<file path="src/rtl/fifo_pkg.sv">
// Shared types and helpers for the fifo_mem staging buffer.
// The status struct bundles every flag the top level decodes each cycle.
package fifo_pkg;

    typedef struct packed {
        logic full;
        logic empty;
        logic almost_full;
        logic almost_empty;
        logic overflow;
        logic underflow;
    } fifo_status_t;

    // One extra MSB so equal low bits can be told apart as full or empty.
    function automatic int ptr_width(input int depth);
        return $clog2(depth) + 1;
    endfunction

endpackage

</file>
<file path="src/rtl/fifo_ram.sv">
// Simple dual-port storage: one write port, one registered read port.
// The array itself carries no reset; only the read register does.
module fifo_ram #(
    parameter int WIDTH = 8,
    parameter int AW    = 4
) (
    input  logic             clk,
    input  logic             rst_n,
    input  logic             we,
    input  logic [AW-1:0]    waddr,
    input  logic [WIDTH-1:0] wdata,
    input  logic             re,
    input  logic [AW-1:0]    raddr,
    output logic [WIDTH-1:0] rdata
);

    logic [WIDTH-1:0] mem [2**AW];
    logic [WIDTH-1:0] rdata_q;
    logic [WIDTH-1:0] rdata_d;

    always_ff @(posedge clk) begin
        if (we) begin
            mem[waddr] <= wdata;
        end
    end

    // A same-address read and write returns the old word.
    always_comb begin
        rdata_d = rdata_q;
        if (re) begin
            rdata_d = mem[raddr];
        end
    end

    always_ff @(posedge clk or negedge rst_n) begin
        if (!rst_n) begin
            rdata_q <= '0;
        end else begin
            rdata_q <= rdata_d;
        end
    end

    assign rdata = rdata_q;

endmodule

</file>
<file path="src/rtl/fifo_mem.sv">
// Synchronous FIFO: pointers, occupancy, threshold flags, sticky errors
// and a synchronous flush around a fifo_ram storage array.
module fifo_mem #(
    parameter int WIDTH    = 8,
    parameter int DEPTH    = 16,
    parameter int AF_LEVEL = DEPTH - 2,
    parameter int AE_LEVEL = 2
) (
    input  logic                       clk,
    input  logic                       rst,
    input  logic                       clr,
    input  logic                       wr,
    input  logic [WIDTH-1:0]           Datain,
    input  logic                       rd,
    output logic [WIDTH-1:0]           Dataout,
    output logic                       dout_valid,
    output logic                       full,
    output logic                       empty,
    output logic                       almost_full,
    output logic                       almost_empty,
    output logic [$clog2(DEPTH):0]     count,
    output logic                       overflow,
    output logic                       underflow
);

    import fifo_pkg::*;

    localparam int AW = $clog2(DEPTH);
    localparam int PW = ptr_width(DEPTH);
    localparam logic [PW-1:0] FULL_CNT = PW'(DEPTH);
    localparam logic [PW-1:0] AF_CNT   = PW'(AF_LEVEL);
    localparam logic [PW-1:0] AE_CNT   = PW'(AE_LEVEL);

    logic [PW-1:0] wptr_q, wptr_d;
    logic [PW-1:0] rptr_q, rptr_d;
    logic [PW-1:0] count_q, count_d;
    logic          overflow_q, overflow_d;
    logic          underflow_q, underflow_d;
    logic          dout_valid_q, dout_valid_d;
    logic          wr_acc, rd_acc;
    logic          ram_we, ram_re;
    fifo_status_t  status;

    // Flags come only from registered state, never from rd/wr.
    always_comb begin
        status.full         = (count_q == FULL_CNT);
        status.empty        = (count_q == '0);
        status.almost_full  = (count_q >= AF_CNT);
        status.almost_empty = (count_q <= AE_CNT);
        status.overflow     = overflow_q;
        status.underflow    = underflow_q;
    end

    always_comb begin
        rd_acc       = rd & ~status.empty;
        wr_acc       = wr & (~status.full | rd_acc);
        wptr_d       = wptr_q;
        rptr_d       = rptr_q;
        overflow_d   = overflow_q;
        underflow_d  = underflow_q;
        dout_valid_d = 1'b0;
        ram_we       = 1'b0;
        ram_re       = 1'b0;
        if (clr) begin
            wptr_d      = '0;
            rptr_d      = '0;
            overflow_d  = 1'b0;
            underflow_d = 1'b0;
        end else begin
            ram_we       = wr_acc;
            ram_re       = rd_acc;
            dout_valid_d = rd_acc;
            if (wr_acc) begin
                wptr_d = wptr_q + PW'(1);
            end
            if (rd_acc) begin
                rptr_d = rptr_q + PW'(1);
            end
            overflow_d  = overflow_q | (wr & ~wr_acc);
            underflow_d = underflow_q | (rd & status.empty);
        end
        count_d = wptr_d - rptr_d;
    end

    always_ff @(posedge clk or negedge rst) begin
        if (!rst) begin
            wptr_q       <= '0;
            rptr_q       <= '0;
            count_q      <= '0;
            overflow_q   <= 1'b0;
            underflow_q  <= 1'b0;
            dout_valid_q <= 1'b0;
        end else begin
            wptr_q       <= wptr_d;
            rptr_q       <= rptr_d;
            count_q      <= count_d;
            overflow_q   <= overflow_d;
            underflow_q  <= underflow_d;
            dout_valid_q <= dout_valid_d;
        end
    end

    fifo_ram #(
        .WIDTH (WIDTH),
        .AW    (AW)
    ) u_ram (
        .clk   (clk),
        .rst_n (rst),
        .we    (ram_we),
        .waddr (wptr_q[AW-1:0]),
        .wdata (Datain),
        .re    (ram_re),
        .raddr (rptr_q[AW-1:0]),
        .rdata (Dataout)
    );

    assign dout_valid   = dout_valid_q;
    assign full         = status.full;
    assign empty        = status.empty;
    assign almost_full  = status.almost_full;
    assign almost_empty = status.almost_empty;
    assign overflow     = status.overflow;
    assign underflow    = status.underflow;
    assign count        = count_q;

endmodule

</file>
<file path="config.mk">
export PLATFORM = sky130hd
export DESIGN_NAME = fifo_mem
export DESIGN_NICKNAME = d
export VERILOG_FILES = /design/src/rtl/fifo_pkg.sv /design/src/rtl/fifo_ram.sv /design/src/rtl/fifo_mem.sv
export SDC_FILE = /design/constraint.sdc
export NUM_CORES = 1
export LEC_CHECK = 0
export CORE_MARGIN = 2
export CORE_UTILIZATION = 40
export CTS_CLUSTER_DIAMETER = 80
export DETAILED_ROUTE_END_ITERATION = 6
export SKIP_LAST_GASP = 1
export SLEW_MARGIN = 20
export SYNTH_ARGS = -nofsm -noshare
export SYNTH_HDL_FRONTEND = slang
export SYNTH_SLANG_ARGS = --single-unit
</file>
<file path="constraint.sdc">
create_clock -name clk -period 3.63 [get_ports clk]
set_input_delay 0.9075 -clock clk [delete_from_list [all_inputs] [get_ports clk]]
set_output_delay 0.9075 -clock clk [all_outputs]
set_load 0.02 [all_outputs]
</file>
==> PnR_summary.wiki, run 1 <==
{| class="wikitable"
! Metric !! Value
|-
| Met1 GRT Util || between 20 and 25%
|-
| Final wirelength || around 12000 um
|-
| Cts bufs inserted || 17
|-
| Global-route layer with the greatest usage || met2
|-
| # clock sinks || 154
|-
| X dimension of the die || around 130 um
|-
| Initial antenna violation count || 0
|-
| Initial core utilization || 40.9%
|-
| Run status || finished, final reports clean
|-
| Leading cell types in the layout, fill and taps excluded || sky130_fd_sc_hd__edfxtp_1, sky130_fd_sc_hd__mux4_2, sky130_fd_sc_hd__clkdlybuf4s50_1, sky130_fd_sc_hd__buf_4, sky130_fd_sc_hd__dfrtp_1
|-
| CORE AREA || about 15000 sq um
|-
| Final hold violations || 0
|-
| Number of diodes || 0
|-
| Share of async-settable or async-resettable flops after synthesis || between 10% and 20%
|-
| Largest fanout of any net on the critical path || 3
|-
| Count of instances resized after the clock tree is built || 0
|-
| Number of slew-limit violations in the final report || 0
|-
| Final hold slack || between 400 and 500 ps
|-
| Chip Height || approximately 130 um
|-
| Skew final || between 10 and 15 ps
|-
| EDFF count, synth || 128
|-
| Global-route track usage on met3 || 3.62%
|-
| Count of nets after finishing || 430
|-
| Number of placement rows || between 40 and 50
|-
| Unrepaired setup endpoints after global routing || false
|-
| Number of warning messages in the yosys log || 0
|-
| Hold bufs inserted after CTS || 0
|-
| Gr usage total || 15.9%
|-
| Most common library cell in the layout ignoring fill and taps || sky130_fd_sc_hd__edfxtp_1
|-
| Transition time at the pin with the least slew margin || roughly 760 ps
|-
| Number of setup violations in the final report || 0
|-
| Via count || ~3.2k
|-
| Post-CTS setup-driven buffer insertion count || 0
|-
| Element type at the critical path end || flip-flop
|-
| Critical Path Start Type || input port
|-
| Power density over the cells || between 600 and 700 nW/um^2
|-
| Ratio of cells with drive above 1 in the final layout || 23.8%
|-
| Peak supply drop || roughly 360 uV
|-
| Synth cell types || 39
|-
| MaxCap Viol Count || 0
|-
| Max-slew headroom || 49.4%
|-
| Worst min-delay path category || flip-flop to flip-flop
|-
| Root buffer selected by CTS || sky130_fd_sc_hd__clkbuf_16
|-
| Area of the die || roughly 17000 sq um
|-
| Area growth from synthesis to layout || 20.9%
|-
| H-tree Lvls || 4
|-
| Router iterations before antenna repair || 4
|-
| Mapped Nets || around 370
|-
| Number of cells produced by synthesis || 344
|-
| Instance count after placement with tap cells included || 576
|-
| Clk buf depth || 2
|-
| Leakage || between 0.002 and 0.003 uW
|-
| First-pass GRT wire length || between 15000 and 20000 um
|-
| Remaining Overflow, GRT || 0
|-
| Clock transition at the registers of the reported paths || 60 ps
|-
| Vias in the first global route || ~3.2k
|-
| I/O pin cnt || 33
|-
| IO Port Bufs || 32
|-
| Critical path data required time || 3980 ps
|-
| Largest net degree at the start of global routing || 35
|-
| Final critical-path share of the clock period || 89.2%
|-
| Timing-limited maximum frequency || ~300 MHz
|-
| Final critical path time including I/O delays and setup || about 3200 ps
|-
| Clock tree from TritonCTS || yes
|-
| Total DRC errors in the routed layout || 0
|-
| Flip-flop and latch count after synthesis || about 150
|-
| Clock latency on the worst-skew pair || 420 ps
|-
| Vias per Instance || 5.27
|-
| Portion of the post-synthesis area used by sequential elements || ~72%
|-
| Met2 global-route usage || between 20 and 25%
|-
| Worst Path Class, Setup || input port to flip-flop
|-
| Routability congestion estimate || roughly 0.83
|-
| Post-detailed-placement half-perimeter wirelength || 7620 um
|-
| Critical path arrival || approximately 3600 ps
|-
| Cell area after synthesis || 6220 sq um
|-
| Top flip-flop cell by instance count after synthesis || sky130_fd_sc_hd__edfxtp_1
|-
| Wire per inst || approximately 20 um
|-
| ANT nets after route || 0
|-
| Syn avg cell area || approximately 18 sq um
|-
| Drt first-iter violations || ~230
|-
| Final cell count without fillers || 608
|-
| Summed negative setup slack over all endpoints || 0 ps
|}
-- synthesized netlist by cell type (2+ instances only) --
| master | count | area (sq um) |
|---|---|---|
| sky130_fd_sc_hd__nand2_1 | 15 | 56.3 |
| sky130_fd_sc_hd__xnor2_1 | 6 | 52.6 |
| sky130_fd_sc_hd__buf_4 | 2 | 15.0 |
| sky130_fd_sc_hd__mux2i_1 | 2 | 20.0 |
| sky130_fd_sc_hd__a21oi_1 | 6 | 30.0 |
| sky130_fd_sc_hd__dfrtp_1 | 26 | 651 |
| sky130_fd_sc_hd__or2_2 | 6 | 37.5 |
| sky130_fd_sc_hd__buf_1 | 2 | 7.51 |
| sky130_fd_sc_hd__xor2_1 | 4 | 35.0 |
| sky130_fd_sc_hd__a22o_1 | 8 | 70.1 |
| sky130_fd_sc_hd__ha_1 | 9 | 113 |
| sky130_fd_sc_hd__inv_1 | 11 | 41.3 |
| sky130_fd_sc_hd__clkbuf_1 | 4 | 15.0 |
| sky130_fd_sc_hd__edfxtp_1 | 128 | 3840 |
| sky130_fd_sc_hd__nand3_1 | 2 | 10.0 |
| sky130_fd_sc_hd__nor3_1 | 6 | 30.0 |
| sky130_fd_sc_hd__buf_2 | 6 | 30.0 |
| sky130_fd_sc_hd__o21ai_0 | 9 | 45.0 |
| sky130_fd_sc_hd__nor2_1 | 22 | 82.6 |
| sky130_fd_sc_hd__nand4_1 | 4 | 25.0 |
| sky130_fd_sc_hd__a221oi_1 | 8 | 70.1 |
| sky130_fd_sc_hd__nor2b_1 | 6 | 37.5 |
| sky130_fd_sc_hd__buf_6 | 2 | 22.5 |
| sky130_fd_sc_hd__and2_1 | 3 | 18.8 |
| sky130_fd_sc_hd__nand2b_1 | 2 | 12.5 |
| sky130_fd_sc_hd__mux4_2 | 32 | 721 |
-- report_power, final --
group	total (uW)	leakage, uW	switching (uW)	internal (uW)
combinational	1080	0.000811	537	544
sequential	2090	0.00149	67.1	2020
clock	1840	0.000302	673	1160
total	5010	0.00260	1280	3730
-- cell type report --
| cell class | count | area (sq um) |
|---|---|---|
| tap | 188 | 235 |
| timing repair buffer | 60 | 531 |
| fill | 1250 | 7680 |
| multi-input combinational | 163 | 1590 |
| inverter | 11 | 41.3 |
| sequential | 154 | 4500 |
| clock buffer | 24 | 492 |
| clock inverter | 8 | 133 |
-- kinds of logic after synthesis --
| family | count (synthesis) | share of synthesized area (%) |
|---|---|---|
| and+or+nand+nor | 71 | 5.70 |
| AOI/OAI and AO/OA | 38 | 4.45 |
| DFF | 154 | 72.3 |
| xor gates and xnor gates | 10 | 1.41 |
| buffers and inverters | 27 | 2.11 |
| adders and majority gates | 10 | 2.13 |
| muxes | 34 | 11.9 |
-- final timing paths --
kind | startpoint | endpoint | slack, ps | cells past startpoint
hold reg to reg | u_ram.rdata[1] | u_ram.rdata[1] | 480 | 2
setup reg to reg | count[1] | count[4] | 500 | 12
max in group asynchronous | rst | rptr_q[0] | 2500 | 2
setup / recovery | rd | count[4] | 390 | 12
min in group asynchronous | rst | u_ram.rdata[3] | 850 | 2
hold / removal | u_ram.rdata[1] | u_ram.rdata[1] | 480 | 2
-- worst max-delay path: stages --
cell,delay [ps]
sky130_fd_sc_hd__clkdlybuf4s50_1,430
sky130_fd_sc_hd__nor2b_1,200
sky130_fd_sc_hd__a21oi_1,130
sky130_fd_sc_hd__xnor2_1,130
sky130_fd_sc_hd__or2_2,290
sky130_fd_sc_hd__ha_1,230
sky130_fd_sc_hd__fa_1,390
sky130_fd_sc_hd__nor2b_1,110
sky130_fd_sc_hd__o21ai_0,100
sky130_fd_sc_hd__a21oi_1,190
sky130_fd_sc_hd__or3b_1,370
sky130_fd_sc_hd__nand4_1,100
-- flip-flops by register name, indices dropped and copies added (netlist names) --
name	count
wptr_q	5
rptr_q	5
dout_valid	1
count	5
overflow	1
u_ram.rdata	8
u_ram.mem	128
underflow	1
-- routing by layer --
metal  vias up  routed length, um
li1       1479                  -
met1      1644               5630
met2        66               5810
met3        15                462
met4         0                221
met5         -                  0
-- through the flow --
step | utilization, % | setup slack [ps] | area (sq um) | power (uW)
2_1_floorplan | - | 467 | 6220 | 2820
3_3_place_gp | 45.3 | 56.9 | 6890 | 3210
3_5_place_dp | 45.3 | 5.94 | 6890 | 3220
4_1_cts | 49.5 | 437 | 7520 | 5060
5_1_grt | 49.5 | 224 | 7520 | 5220
6_report | 49.5 | 391 | 7520 | 5010
(Power assumes the default switching activity.)
==> run 2, diff against run 1 <==
Settings changed: CORE_MARGIN 2 to 4.
==> PnR_summary.wiki, run 2 (synthesis results as in run 1) <==
{| class="wikitable"
! Metric !! Value
|-
| Leading cell types in the layout, fill and taps excluded || sky130_fd_sc_hd__edfxtp_1, sky130_fd_sc_hd__mux4_2, sky130_fd_sc_hd__clkdlybuf4s50_1, sky130_fd_sc_hd__buf_4, sky130_fd_sc_hd__dfrtp_1
|-
| Worst Path Class, Setup || input port to flip-flop
|-
| Most common library cell in the layout ignoring fill and taps || sky130_fd_sc_hd__edfxtp_1
|-
| Critical path's largest stage delay || 430 ps (about the same)
|-
| Post-detailed-placement half-perimeter wirelength || 7780 um (+2.0%)
|-
| Clock tree from TritonCTS || yes
|-
| Worst min-delay path startpoint || u_ram.rdata[7]
|-
| Count of nets after finishing || 429 (-0.23%)
|-
| Number of diodes || 0 (unchanged)
|-
| Worst min-delay path category || flip-flop to flip-flop
|-
| Worst reg2reg startpoint || count[0]
|-
| IO Port Bufs || 32 (unchanged)
|-
| ANT nets after route || 0 (unchanged)
|-
| Initial antenna violation count || 0 (unchanged)
|-
| Cts bufs inserted || 17 (unchanged)
|-
| Sequence of cells on the critical path || clkdlybuf4s50_1 > nor2b_1 > a21oi_1 > xnor2_1 > or2_2 > ha_1 > fa_1 > nor2b_1 > o21ai_0 > a21oi_1 > or3b_1 > nand4_1
|-
| Hold bufs inserted after CTS || 0 (unchanged)
|-
| Clock transition at the registers of the reported paths || 60 ps (about the same)
|-
| Chip Height || 133 um (+3.1%)
|-
| Hold Crit Endpoint || u_ram.rdata[7]
|-
| Clk buf depth || 2 (unchanged)
|-
| Largest net degree at the start of global routing || 27 (-23%)
|-
| Count of instances resized after the clock tree is built || 0 (unchanged)
|-
| Routability congestion estimate || 0.746 (-10%)
|-
| I/O pin cnt || 33 (unchanged)
|-
| Run status || finished, final reports clean
|-
| Skew final || 7.73 ps (-3.65 ps)
|-
| Max-slew headroom || 48.0% (-1.3 points)
|-
| Critical path arrival || 3610 ps (+20 ps)
|-
| Final cell count without fillers || 607 (-0.16%)
|-
| Logic depth of the worst register-to-register path || 11 (-1)
|-
| Transition time at the pin with the least slew margin || 778 ps (+20.1 ps)
|-
| FF-to-FF End || count[4]
|-
| Ratio of cells with drive above 1 in the final layout || 23.9% (+0.057 points)
|-
| R2r setup slk || 510 ps (about the same)
|-
| Max reg flops || 128 (unchanged)
|-
| Clock latency on the worst-skew pair || 420 ps (about the same)
|-
| CORE AREA || 15200 sq um (unchanged)
|-
| Instance count after placement with tap cells included || 575 (-0.17%)
|-
| Element type at the critical path end || flip-flop
|-
| Root buffer selected by CTS || sky130_fd_sc_hd__clkbuf_16
|-
| Worst Setup Slack, final || 377 ps (-14.7 ps)
|-
| First-pass GRT wire length || 19300 um (+2.2%)
|-
| Slowest cell on the critical path || sky130_fd_sc_hd__clkdlybuf4s50_1
|-
| # fillers || 1239 (-0.88%)
|-
| MaxCap Viol Count || 0 (unchanged)
|-
| Area of combinational cells with multiple inputs || 1590 sq um (unchanged)
|-
| Router iterations before antenna repair || 4 (unchanged)
|-
| Number of slew-limit violations in the final report || 0 (unchanged)
|-
| Peak supply drop || 415 uV (+17%)
|-
| Leakage || 0.00258 uW (-0.82%)
|-
| Number of placement rows || 45 (unchanged)
|-
| Drt first-iter violations || 215 (-7.3%)
|-
| Final wirelength || 12100 um (-0.58%)
|-
| Worst path bufs/invs || 1 (unchanged)
|-
| Worst-case setup slack after placement || -56.0 ps (-61.9 ps)
|-
| Final critical path time including I/O delays and setup || 3250 ps (+14.7 ps)
|-
| Final critical-path share of the clock period || 89.6% (+0.40 points)
|-
| Total DRC errors in the routed layout || 0 (unchanged)
|-
| H-tree Lvls || 4 (unchanged)
|-
| Initial core utilization || 40.9% (unchanged)
|-
| Via count || 3219 (+0.47%)
|-
| Unrepaired setup endpoints after global routing || false
|-
| Critical Path Start Type || input port
|-
| Remaining Overflow, GRT || 0 (unchanged)
|-
| Number of setup violations in the final report || 0 (unchanged)
|-
| X dimension of the die || 133 um (+3.1%)
|-
| Seq. cell area || 4500 sq um (unchanged)
|-
| Largest fanout of any net on the critical path || 3 (unchanged)
|-
| Critical path data required time || 3990 ps (about the same)
|-
| Most flops, register || u_ram.mem
|-
| Final hold violations || 0 (unchanged)
|-
| Power density over the cells || 660 nW/um^2 (-0.95%)
|-
| Gr usage total || 15.0% (-0.87 points)
|-
| Vias per Instance || 5.30 (+0.63%)
|-
| Largest delay contributor family on the critical path || simple AND/OR/NAND/NOR gates
|-
| Timing-limited maximum frequency || 307 MHz (-0.45%)
|-
| Wire per inst || 19.9 um (-0.41%)
|-
| Post-CTS setup-driven buffer insertion count || 0 (unchanged)
|-
| Vias in the first global route || 3311 (+2.5%)
|-
| Worst Hold Depth || 2 (unchanged)
|-
| # clock sinks || 154 (unchanged)
|-
| Area of the die || 17600 sq um (+6.3%)
|-
| Area growth from synthesis to layout || 20.4%
|}
==> run 2: cell types whose count changed in the layout (fill, tap and decap cells not counted) <==
cell                         previous run  this run
sky130_fd_sc_hd__buf_4                 28        27
sky130_fd_sc_hd__clkbuf_1               3         2
sky130_fd_sc_hd__clkbuf_8               4         0
sky130_fd_sc_hd__clkinv_2               0         2
sky130_fd_sc_hd__clkinv_4               1         2
sky130_fd_sc_hd__clkinvlp_4             1         3
sky130_fd_sc_hd__inv_6                  3         2
sky130_fd_sc_hd__inv_8                  0         1
==> run 2: metal layers <==
layer | global-route usage (%) | up-vias | routed length, um | share of wire, %
li1 | - | 1478 | - | -
met1 | 20.5 | 1661 | 5630 | 47
met2 | 22.9 | 68 | 5840 | 48
met3 | 4.45 | 12 | 422 | 3.5
met4 | 5.54 | 0 | 162 | 1.3
met5 | 0 | - | 0 | 0
==> run 2: tightest hold or removal path, stage by stage, from the launching register on <==
cell                      delay [ps]
sky130_fd_sc_hd__dfrtp_1         340
sky130_fd_sc_hd__nand2_1          40
sky130_fd_sc_hd__o21ai_0          60
==> run 2: where the power goes <==
part	internal (uW)	switching [uW]
clock	1090	708
combinational	533	488
sequential	2020	100
==> run 2: worst max-delay path by stage <==
stage	cells after the start	start	slack (ps)	endpoint
6_report	12	rd	380	count[4]
5_1_grt	12	rd	220	count[4]
4_1_cts	12	rd	390	count[4]
3_5_place_dp	12	rd	-60	count[4]
3_3_place_gp	12	rd	-0.2	count[4]
2_1_floorplan	11	rd	470	count[4]
==> run 2: final cells by class <==
class / count / area share [%]
clock inverters: 13 / 2.26
repair buffers: 59 / 6.98
well taps: 188 / 3.14
flip-flops and latches: 154 / 60.0
inverters: 11 / 0.551
multi-input cells: 163 / 21.3
clock buffers: 19 / 5.78
==> run 2: through the flow <==
stage	total power (uW)	util (%)	hold WS [ps]	setup TNS (ps)	area (sq um)
2_1_floorplan	2820	-	557	0	6220
3_3_place_gp	3180	45.3	461	-0.180	6890
3_5_place_dp	3200	45.3	470	-56.0	6890
4_1_cts	5010	49.3	483	0	7490
5_1_grt	5170	49.3	529	0	7490
6_report	4940	49.3	474	0	7490
==> run 3, diff against run 2 <==
Settings changed: GPL_ROUTABILITY_DRIVEN set to 0, HOLD_SLACK_MARGIN set to 0.15.
==> results of run 3 <==
The final DEF is identical to that of run 2; final timing and power are the same.
